`config.mk`:
```
export PLATFORM = sky130hd
export DESIGN_NAME = axis_pattern_gen
export DESIGN_NICKNAME = d
export VERILOG_FILES = /design/src/rtl/axis_pattern_gen.sv
export SDC_FILE = /design/constraint.sdc
export NUM_CORES = 1
export LEC_CHECK = 0
export ABC_AREA = 1
export BUFFER_PORTS_ARGS = -buffer_cell sky130_fd_sc_hd__buf_2
export CELL_PAD_IN_SITES_DETAIL_PLACEMENT = 1
export CELL_PAD_IN_SITES_GLOBAL_PLACEMENT = 1
export CORE_MARGIN = 8
export CORE_UTILIZATION = 35
export DETAILED_ROUTE_END_ITERATION = 10
export GPL_TIMING_DRIVEN = 0
export PLACE_DENSITY_LB_ADDON = 0.1
export SLEW_MARGIN = 15
export SYNTH_ARGS = -nofsm -noshare
export SYNTH_HDL_FRONTEND = slang
export SYNTH_SLANG_ARGS = --single-unit
```
`constraint.sdc`:
```
create_clock -name aclk -period 2.15 [get_ports aclk]
set_input_delay 0.215 -clock aclk [delete_from_list [all_inputs] [get_ports aclk]]
set_output_delay 0.215 -clock aclk [all_outputs]
set_load 0.05 [all_outputs]
```
`src/rtl/axis_pattern_gen.sv`:
```
// AXI-Stream test-pattern source (INCR, LFSR, WALK1, CONST) with per-packet mode/length capture.
// Optional macro AXIS_PATTERN_GEN_TUSER_EN adds a start-of-frame tuser output.
module axis_pattern_gen #(
    parameter int          N     = 1,
    parameter int          LEN_W = 16,
    parameter logic [31:0] SEED  = 32'hFFFF_FFFF
) (
    input  logic             aclk,
    input  logic             aresetn,
    input  logic             enable,
    input  logic [1:0]       mode,
    input  logic [LEN_W-1:0] pkt_len,
    output logic             tvalid,
    input  logic             tready,
    output logic [8*N-1:0]   tdata,
    output logic             tlast,
    output logic             busy,
    output logic [15:0]      pkt_count
`ifdef AXIS_PATTERN_GEN_TUSER_EN
    ,
    output logic             tuser
`endif
);
    localparam int               DW    = 8 * N;
    localparam logic [31:0]      POLY  = 32'h8020_0003;
    localparam logic [LEN_W-1:0] ONE_L = {{(LEN_W-1){1'b0}}, 1'b1};

    typedef enum logic {IDLE, SEND} state_t;

    state_t           state_q, state_d;
    logic             armed_q;
    logic [1:0]       mode_q, mode_d;
    logic [LEN_W-1:0] len_q, len_d;
    logic [LEN_W-1:0] beat_q, beat_d;
    logic [31:0]      lfsr_q, lfsr_d;
    logic [DW-1:0]    tdata_q, tdata_d;
    logic             tlast_q, tlast_d;
    logic [15:0]      cnt_q, cnt_d;
    logic             hs;
    logic             start;
    logic [LEN_W-1:0] len_new;
`ifdef AXIS_PATTERN_GEN_TUSER_EN
    logic             sof_q, sof_d;
`endif

    function automatic logic [31:0] lfsr_next(input logic [31:0] s);
        return s[0] ? ((s >> 1) ^ POLY) : (s >> 1);
    endfunction

    function automatic logic [DW-1:0] pattern(input logic [1:0] m,
                                              input logic [LEN_W-1:0] b,
                                              input logic [31:0] s);
        logic [DW-1:0] d;
        d = '0;
        case (m)
            2'd0: for (int i = 0; i < N; i++)
                d[8*i +: 8] = 8'(32'(b) * 32'(N) + 32'(i));
            2'd1: for (int i = 0; i < N; i++)
                d[8*i +: 8] = s[8*(i % 4) +: 8];
            2'd2: d = {{(DW-1){1'b0}}, 1'b1} << (32'(b) % 32'(DW));
            default: d = {N{8'hA5}};
        endcase
        return d;
    endfunction

    assign hs      = (state_q == SEND) && tready;
    assign len_new = (pkt_len == '0) ? ONE_L : pkt_len;

    always_comb begin
        state_d = state_q;
        mode_d  = mode_q;
        len_d   = len_q;
        beat_d  = beat_q;
        lfsr_d  = hs ? lfsr_next(lfsr_q) : lfsr_q;
        tdata_d = tdata_q;
        tlast_d = tlast_q;
        cnt_d   = (hs && tlast_q) ? cnt_q + 16'd1 : cnt_q;
        start   = 1'b0;
`ifdef AXIS_PATTERN_GEN_TUSER_EN
        sof_d   = sof_q;
`endif
        case (state_q)
            IDLE: start = enable && armed_q;
            SEND: begin
                if (hs && tlast_q) begin
                    start = enable;
                    if (!enable) begin
                        state_d = IDLE;
                        tlast_d = 1'b0;
`ifdef AXIS_PATTERN_GEN_TUSER_EN
                        sof_d   = 1'b0;
`endif
                    end
                end else if (hs) begin
                    beat_d  = beat_q + ONE_L;
                    tdata_d = pattern(mode_q, beat_q + ONE_L, lfsr_d);
                    tlast_d = ((beat_q + ONE_L) == (len_q - ONE_L));
`ifdef AXIS_PATTERN_GEN_TUSER_EN
                    sof_d   = 1'b0;
`endif
                end
            end
            default: ;
        endcase
        // New packet: capture mode/length and present beat 0 from the post-step LFSR state.
        if (start) begin
            state_d = SEND;
            mode_d  = mode;
            len_d   = len_new;
            beat_d  = '0;
            tdata_d = pattern(mode, '0, lfsr_d);
            tlast_d = (len_new == ONE_L);
`ifdef AXIS_PATTERN_GEN_TUSER_EN
            sof_d   = 1'b1;
`endif
        end
    end

    // armed_q holds off packet start for the first edge after reset release.
    always_ff @(posedge aclk or negedge aresetn) begin
        if (!aresetn) begin
            state_q <= IDLE;
            armed_q <= 1'b0;
            mode_q  <= 2'd0;
            len_q   <= ONE_L;
            beat_q  <= '0;
            lfsr_q  <= SEED;
            tdata_q <= '0;
            tlast_q <= 1'b0;
            cnt_q   <= 16'd0;
`ifdef AXIS_PATTERN_GEN_TUSER_EN
            sof_q   <= 1'b0;
`endif
        end else begin
            state_q <= state_d;
            armed_q <= 1'b1;
            mode_q  <= mode_d;
            len_q   <= len_d;
            beat_q  <= beat_d;
            lfsr_q  <= lfsr_d;
            tdata_q <= tdata_d;
            tlast_q <= tlast_d;
            cnt_q   <= cnt_d;
`ifdef AXIS_PATTERN_GEN_TUSER_EN
            sof_q   <= sof_d;
`endif
        end
    end

    assign tvalid    = (state_q == SEND);
    assign busy      = (state_q == SEND);
    assign tdata     = tdata_q;
    assign tlast     = tlast_q;
    assign pkt_count = cnt_q;
`ifdef AXIS_PATTERN_GEN_TUSER_EN
    assign tuser     = sof_q;
`endif

endmodule

```
==> results of run 1 <==
[worst max path at each step]
stage,startpoint,endpoint,slack [ns],cells past startpoint
floorplan,busy$_DFF_PN0_,pkt_count[15]$_DFFE_PN0P_,0.18,8
global placement,aresetn,pkt_count[12]$_DFFE_PN0P_,-0.11,1
detailed placement,beat_q[1]$_DFFE_PN0P_,tlast$_DFFE_PN0P_,-0.08,13
CTS,beat_q[1]$_DFFE_PN0P_,tlast$_DFFE_PN0P_,0.0007,13
global route,beat_q[1]$_DFFE_PN0P_,tlast$_DFFE_PN0P_,-0.04,13
finish,beat_q[1]$_DFFE_PN0P_,tlast$_DFFE_PN0P_,0.12,13
[routing by layer]
| metal | global-route usage | vias up | share of wire |
|---|---|---|---|
| met5 | 0 | - | 0 |
| met3 | 0.0382 | 15 | 0.040 |
| met1 | 0.222 | 2355 | 0.49 |
| li1 | - | 2383 | - |
| met4 | 0.0491 | 0 | 0.012 |
| met2 | 0.266 | 78 | 0.46 |
[placed cells by master, fill, tap and decap left out, types with 3 or more instances in the layout]
cell,instances
nor2_2,10
inv_2,4
buf_2,51
dfstp_2,33
clkbuf_1,8
nand3_2,3
a32oi_1,3
xor2_1,16
o211ai_1,4
buf_6,3
a31oi_1,4
ha_1,6
o21ai_0,61
a21oi_1,5
o22ai_1,14
nor2_4,9
clkbuf_16,9
dfrtp_1,59
nor2_1,46
buf_4,6
nand2_1,222
xnor2_1,7
inv_1,83
nand4_1,14
nand2_2,10
nand3_1,46
[worst register-to-register path: stages, from the launching register on]
cell	delay, ns
dfrtp_1	0.46
ha_4	0.21
nand2_2	0.14
nor2_4	0.18
nand2_1	0.07
nand2_1	0.17
nand2_1	0.08
nand2_1	0.06
nand2_1	0.07
nor2_2	0.11
nand3_1	0.07
nor2_1	0.13
nand2_2	0.10
a21oi_2	0.12
[per-stage QoR]
stage	cell area, um2	setup TNS, ns
final	6240	0
after floorplan	5310	0
after global placement	5780	-5.48
after CTS	6170	0
after detailed placement	5810	-0.0790
after global routing	6240	-0.0371
[cells by family (layout without fill, tap and decap cells)]
| group | Yosys count | in the layout | synth area share |
|---|---|---|---|
| compound gates | 98 | 98 | 0.105 |
| xor+xnor | 23 | 23 | 0.0380 |
| fa+ha+maj | 8 | 8 | 0.0189 |
| buf+inv | 105 | 175 | 0.0776 |
| flops | 93 | 93 | 0.446 |
| other cells | 1 | 1 | 0.000707 |
| simple gates | 372 | 372 | 0.314 |
[sequential cells by signal, summed over array words and instances (netlist names)]
signal and count:
tdata 8, lfsr_q 32, tlast 1, busy 1, len_q 16, beat_q 16
armed_q 1, pkt_count 16, mode_q 2
[power groups by stage]
stage / sequential [mW] / combinational, mW / clock [mW]
floorplan: 3.60 / 2.61 / 0
global placement: 3.29 / 4.05 / 0
detailed placement: 3.33 / 4.17 / 0
CTS: 3.30 / 4.27 / 1.70
global route: 3.43 / 4.86 / 1.76
finish: 3.31 / 4.29 / 1.64
[layout make-up]
class                   instances  share of cell area
clock inverters                 7              0.0126
flip-flops and latches         93               0.380
multi-input cells             502               0.415
inverters                      87              0.0524
plain buffers                  18              0.0156
well taps                     188              0.0377
clock buffers                   9              0.0361
repair buffers                 54              0.0504
[repair_timing]
item / CTS / global route
setup endpoints to repair: 1 / 12
resized for setup: 9 / 17
pin swaps: 0 / 5
hold endpoints to repair: 18 / 0
hold buffers: 1 / 0
setup buffers: 0 / 4
==> impl_metrics.xml, run 1 <==
<?xml version="1.0" encoding="UTF-8"?>
<metrics>
  <group name="worst_setup_path">
    <metric name="critPathMaxStageDelay" unit="ns">0.46</metric>
    <metric name="worstReg2RegEnd" unit="">tlast$_DFFE_PN0P_</metric>
    <metric name="worst-endpoint-arrival" unit="ns">2.31</metric>
    <metric name="ws_path_type" unit="">register to register</metric>
    <metric name="required" unit="ns">2.43</metric>
    <metric name="path_max_fanout" unit="">5</metric>
    <metric name="cp_common_cell" unit="">nand2_1</metric>
    <metric name="reg2reg_path_depth" unit="">13</metric>
    <metric name="worst_r2r_startpoint" unit="">beat_q[1]$_DFFE_PN0P_</metric>
    <metric name="path_delay_family" unit="">simple AND/OR/NAND/NOR gates</metric>
    <metric name="slowest_stage" unit="">dfrtp_1</metric>
    <metric name="worstPathCellList" unit="">ha_4 &gt; nand2_2 &gt; nor2_4 &gt; nand2_1 &gt; nand2_1 &gt; nand2_1 &gt; nand2_1 &gt; nand2_1 &gt; nor2_2 &gt; nand3_1 &gt; nor2_1 &gt; nand2_2 &gt; a21oi_2</metric>
    <metric name="timing.critical_path.to_type" unit="">register</metric>
    <metric name="r2r_slack" unit="ns">0.12</metric>
    <metric name="timing.critical_path.buf_inv" unit="">0</metric>
    <metric name="start_kind" unit="">register</metric>
  </group>
  <group name="power_and_ir_drop">
    <metric name="total_power" unit="mW">9.25</metric>
    <metric name="power.combinational.fraction" unit="">0.464</metric>
    <metric name="power.share.clock" unit="">0.178</metric>
    <metric name="internal_power" unit="mW">4.82</metric>
    <metric name="leakage" unit="nW">3.00</metric>
    <metric name="total_switching_power" unit="mW">4.43</metric>
    <metric name="power.ir.vdd_worst" unit="mV">0.607</metric>
    <metric name="power_density" unit="nW/um2">1480</metric>
    <metric name="pwr-share-seq" unit="">0.358</metric>
    <metric name="swShare" unit="">0.479</metric>
  </group>
  <group name="outcome">
    <metric name="status" unit="">complete, no violations</metric>
  </group>
  <group name="synth">
    <metric name="yosysSeqAreaShare" unit="">0.446</metric>
    <metric name="async_reset_ff_frac" unit="">1.00</metric>
    <metric name="synth.top_cells.by_count" unit="">nand2_1 (226), inv_1 (84), o21ai_0 (61), dfrtp_1 (60), nor2_1 (50)</metric>
    <metric name="yosys.area.top_type" unit="">dfrtp_1</metric>
    <metric name="synth-main-ff-cell" unit="">dfrtp_1</metric>
    <metric name="synth.most_common_cell" unit="">nand2_1</metric>
    <metric name="synthesis.area_per_instance" unit="um2">7.58</metric>
    <metric name="yosysUniqueCellTypes" unit="">40</metric>
    <metric name="netlist.area_leader.share" unit="">0.283</metric>
    <metric name="ys_ff_latch" unit="">93</metric>
    <metric name="post_synth_instance_area" unit="um2">5310</metric>
    <metric name="synth-edff-count" unit="">0</metric>
    <metric name="synthCells" unit="">700</metric>
    <metric name="yosysWarnings" unit="">0</metric>
    <metric name="synth.net_count" unit="">730</metric>
    <metric name="yosys-top-cells-area" unit="">dfrtp_1 (28%), dfstp_2 (16%), nand2_1 (16%), inv_1 (5.9%), o21ai_0 (5.8%)</metric>
  </group>
  <group name="sta">
    <metric name="timing.clock.skew" unit="ns">0.00743</metric>
    <metric name="whs" unit="ns">0.0815</metric>
    <metric name="post-route-min-period" unit="ns">2.03</metric>
    <metric name="final.period_utilization" unit="">0.945</metric>
    <metric name="tightestPinTransition" unit="ns">0.560</metric>
    <metric name="fin_ws" unit="ns">0.118</metric>
    <metric name="final-max-slew-violation-count" unit="">0</metric>
    <metric name="relSlewSlack" unit="">0.623</metric>
    <metric name="grt_setup_unrepaired" unit="">yes</metric>
    <metric name="setup_viol" unit="">0</metric>
    <metric name="timing_hold_violations_final" unit="">0</metric>
    <metric name="max_clock_freq" unit="MHz">492</metric>
  </group>
  <group name="finish">
    <metric name="layout-drive-gt1-share" unit="">0.209</metric>
    <metric name="area_delta_synth_final" unit="%">17.6</metric>
    <metric name="final_util" unit="">0.415</metric>
    <metric name="fin_cells" unit="">958</metric>
    <metric name="antenna_cells_inserted" unit="">0</metric>
    <metric name="nets" unit="">795</metric>
    <metric name="multi_input_gate_area_in_the_final_layout" unit="um2">2590</metric>
    <metric name="fillers" unit="">1876</metric>
    <metric name="ff_latch_area" unit="um2">2370</metric>
  </group>
  <group name="cts">
    <metric name="cts_root_buffer" unit="">clkbuf_16</metric>
    <metric name="cts_h_tree_depth" unit="">3</metric>
    <metric name="numClockSinks" unit="">93</metric>
    <metric name="worst_skew_pair.late_latency" unit="ns">0.35</metric>
    <metric name="cts_max_path_buffers" unit="">2</metric>
    <metric name="numCtsBuffers" unit="">9</metric>
    <metric name="worst_setup_hold_path_clk_slew" unit="ns">0.07</metric>
    <metric name="cts_tree" unit="">done</metric>
  </group>
  <group name="hold_path">
    <metric name="min_path_type" unit="">primary input to register</metric>
    <metric name="hold_path_end" unit="">len_q[15]$_DFFE_PN0P_</metric>
    <metric name="worstHoldPathCells" unit="">3</metric>
    <metric name="hp_start" unit="">pkt_len[15]</metric>
  </group>
  <group name="floorplan">
    <metric name="die-height" unit="um">139</metric>
    <metric name="floorplan.core_area" unit="um2">15000</metric>
    <metric name="die_w" unit="um">139</metric>
    <metric name="std_cell_rows" unit="">45</metric>
    <metric name="start_util" unit="">0.353</metric>
    <metric name="die-area" unit="um2">19400</metric>
    <metric name="ios" unit="">49</metric>
  </group>
  <group name="global_route">
    <metric name="first_pass_grt_wire_length" unit="mm">26.4</metric>
    <metric name="grt_overflow" unit="">0</metric>
    <metric name="grt_pass1_vias" unit="">5177</metric>
    <metric name="maximum_number_of_pins_on_one_net_before_global_route_repair" unit="">76</metric>
    <metric name="grt_antenna_before_repair" unit="">0</metric>
    <metric name="grt_use_total" unit="">0.167</metric>
  </group>
  <group name="place">
    <metric name="portBuffers" unit="">48</metric>
    <metric name="dpl_worst_slack" unit="ns">-0.0790</metric>
    <metric name="hpwlAfterDp" unit="mm">11.6</metric>
    <metric name="routabilityCongestion" unit="">0.808</metric>
    <metric name="placed_cells" unit="">937</metric>
  </group>
  <group name="run">
    <metric name="max_cap_violations" unit="">0</metric>
  </group>
  <group name="routing">
    <metric name="finalWirelength" unit="mm">15.3</metric>
    <metric name="firstDrtPassIters" unit="">4</metric>
    <metric name="post_drt_wl_per_cell" unit="um">16.0</metric>
    <metric name="ant_nets" unit="">0</metric>
    <metric name="routed-via-count" unit="">4831</metric>
    <metric name="routed_via_density" unit="">5.04</metric>
    <metric name="first_iter_violations" unit="">284</metric>
    <metric name="drt_drc_violations_left" unit="">0</metric>
  </group>
</metrics>
Note: power is estimated with default switching activity, not from simulation.
==> run 2: changes to the inputs <==
Settings changed: GPL_TIMING_DRIVEN 0 to 1, MAX_ROUTING_LAYER set to met4.
==> impl_metrics.xml, run 2 (synthesis gave the netlist of run 1 again) <==
<?xml version="1.0" encoding="UTF-8"?>
<metrics>
  <group name="worst_setup_path">
    <metric name="worstPathCellList" unit="">clkinvlp_4 &gt; ha_4 &gt; xor2_1 &gt; nand3_1 &gt; nor2_2 &gt; nand3_1 &gt; nor2_1 &gt; nand3_1 &gt; nor2_1 &gt; nand2_1 &gt; a21oi_2</metric>
    <metric name="cp_common_cell" unit="">nand3_1</metric>
    <metric name="worst-endpoint-arrival" unit="ns">2.25</metric>
    <metric name="critPathMaxStageDelay" unit="ns">0.57</metric>
    <metric name="setup.worst_path.start" unit="">len_q[0]$_DFFE_PN1P_</metric>
    <metric name="slowest_stage" unit="">dfstp_2</metric>
    <metric name="ws_path_type" unit="">register to register</metric>
    <metric name="worst_r2r_startpoint" unit="">len_q[0]$_DFFE_PN1P_</metric>
    <metric name="path_max_fanout" unit="">4</metric>
    <metric name="timing.critical_path.to_type" unit="">register</metric>
    <metric name="required" unit="ns">2.43</metric>
    <metric name="start_kind" unit="">register</metric>
  </group>
  <group name="cts">
    <metric name="numClockSinks" unit="">93</metric>
    <metric name="cts_h_tree_depth" unit="">3</metric>
    <metric name="cts_tree" unit="">done</metric>
    <metric name="cts_max_path_buffers" unit="">2</metric>
    <metric name="cts_root_buffer" unit="">clkbuf_16</metric>
    <metric name="worst_setup_hold_path_clk_slew" unit="ns">0.08</metric>
    <metric name="worst_skew_pair.late_latency" unit="ns">0.35</metric>
    <metric name="numCtsBuffers" unit="">9</metric>
  </group>
  <group name="power_and_ir_drop">
    <metric name="power.ir.vdd_worst" unit="mV">0.633</metric>
    <metric name="power_density" unit="nW/um2">1510</metric>
    <metric name="total_power" unit="mW">9.48</metric>
    <metric name="leakage" unit="nW">3.02</metric>
  </group>
  <group name="finish">
    <metric name="final_common_cell" unit="">nand2_1</metric>
    <metric name="largest_register_ff_count" unit="">32</metric>
    <metric name="antenna_cells_inserted" unit="">0</metric>
    <metric name="nets" unit="">792</metric>
    <metric name="fillers" unit="">1853</metric>
    <metric name="layout-drive-gt1-share" unit="">0.214</metric>
    <metric name="final_cell_mix" unit="">nand2_1 (223), inv_1 (83), o21ai_0 (60), dfrtp_1 (60), nor2_1 (49)</metric>
    <metric name="regMostFlops" unit="">lfsr_q</metric>
    <metric name="multi_input_gate_area_in_the_final_layout" unit="um2">2600</metric>
    <metric name="area_delta_synth_final" unit="%">18.3</metric>
    <metric name="ff_latch_area" unit="um2">2370</metric>
  </group>
  <group name="global_route">
    <metric name="grt_antenna_before_repair" unit="">0</metric>
    <metric name="grt_use_total" unit="">0.167</metric>
    <metric name="grt_overflow" unit="">0</metric>
    <metric name="grt_pass1_vias" unit="">4960</metric>
    <metric name="maximum_number_of_pins_on_one_net_before_global_route_repair" unit="">37</metric>
    <metric name="first_pass_grt_wire_length" unit="mm">25.4</metric>
  </group>
  <group name="place">
    <metric name="hpwlAfterDp" unit="mm">11.7</metric>
    <metric name="portBuffers" unit="">48</metric>
    <metric name="routabilityCongestion" unit="">0.785</metric>
  </group>
  <group name="routing">
    <metric name="ant_nets" unit="">0</metric>
    <metric name="drt_drc_violations_left" unit="">0</metric>
    <metric name="first_iter_violations" unit="">209</metric>
    <metric name="firstDrtPassIters" unit="">4</metric>
    <metric name="routed-via-count" unit="">4758</metric>
    <metric name="routed_via_density" unit="">4.98</metric>
    <metric name="post_drt_wl_per_cell" unit="um">15.9</metric>
    <metric name="finalWirelength" unit="mm">15.2</metric>
  </group>
  <group name="run">
    <metric name="max_cap_violations" unit="">0</metric>
  </group>
  <group name="floorplan">
    <metric name="die_w" unit="um">139</metric>
    <metric name="die-height" unit="um">139</metric>
    <metric name="floorplan.core_area" unit="um2">15000</metric>
    <metric name="ios" unit="">49</metric>
    <metric name="start_util" unit="">0.353</metric>
    <metric name="die-area" unit="um2">19400</metric>
    <metric name="std_cell_rows" unit="">45</metric>
  </group>
  <group name="sta">
    <metric name="timing.clock.skew" unit="ns">0.00945</metric>
    <metric name="max_clock_freq" unit="MHz">506</metric>
    <metric name="final.period_utilization" unit="">0.920</metric>
    <metric name="whs" unit="ns">0.0739</metric>
    <metric name="tightestPinTransition" unit="ns">0.509</metric>
    <metric name="relSlewSlack" unit="">0.660</metric>
    <metric name="post-route-min-period" unit="ns">1.98</metric>
    <metric name="setup_viol" unit="">0</metric>
    <metric name="timing_hold_violations_final" unit="">0</metric>
    <metric name="final-max-slew-violation-count" unit="">0</metric>
  </group>
  <group name="hold_path">
    <metric name="hp_start" unit="">pkt_len[15]</metric>
    <metric name="min_path_type" unit="">primary input to register</metric>
  </group>
  <group name="outcome">
    <metric name="status" unit="">complete, no violations</metric>
  </group>
</metrics>
-- run 2: power breakdown --
group	leakage [nW]	total [mW]	internal (mW)	switching (mW)
clock	0.164	1.75	0.959	0.789
sequential	1.10	3.32	2.65	0.665
combinational	1.76	4.41	1.42	2.99
total	3.02	9.48	5.03	4.44
-- run 2: timing repair --
item | 4_1_cts | 5_1_grt
hold buffers | 1 | 0
hold endpoints to repair | 23 | 0
gates resized for setup | 0 | 15
setup endpoints to repair | 0 | 2
setup buffers | 0 | 6
-- run 2: layer usage --
layer | track usage | vias up | share of wire
met5 | - | - | 0
met1 | 0.220 | 2311 | 0.50
met3 | 0.0213 | 12 | 0.025
li1 | - | 2371 | -
met2 | 0.263 | 64 | 0.46
met4 | 0.0503 | 0 | 0.011
-- run 2: layout make-up --
cell class | count | area share
inverters | 87 | 0.0526
clock buffers | 11 | 0.0439
flip-flops and latches | 93 | 0.377
clock inverters | 5 | 0.00857
multi-input cells | 502 | 0.414
repair buffers | 69 | 0.0662
well taps | 188 | 0.0375
-- run 2: worst paths after layout --
path | cells past startpoint | slack [ns] | to
min in group asynchronous | 2 | 0.37 | tdata[5]$_DFFE_PN0P_
max in group asynchronous | 3 | 1.14 | lfsr_q[16]$_DFFE_PN1P_
setup / recovery | 11 | 0.17 | tlast$_DFFE_PN0P_
hold / removal | 3 | 0.07 | len_q[15]$_DFFE_PN0P_
hold reg to reg | 2 | 0.47 | lfsr_q[8]$_DFFE_PN1P_
setup reg to reg | 11 | 0.17 | tlast$_DFFE_PN0P_
-- run 2: worst max-delay path, delay by kind of cell, from the launching register on --
family          cells  cell delay [ns]
fa+ha+maj           1             0.29
flops               1             0.57
buf+inv             1             0.15
compound gates      1             0.11
xor+xnor            1             0.15
simple gates        7             0.64
-- run 2: stage by stage --
stage          setup WS, ns  area, um2  setup TNS (ns)  instances   util
5_1_grt             -0.0103       6280         -0.0103        955  0.417
4_1_cts              0.0578       6150               0        949  0.409
2_1_floorplan         0.183       5310               0        700      -
6_report              0.173       6280               0        955  0.417
3_3_place_gp          0.170       5820               0        932  0.387
3_5_place_dp         0.0858       5820               0        932  0.387
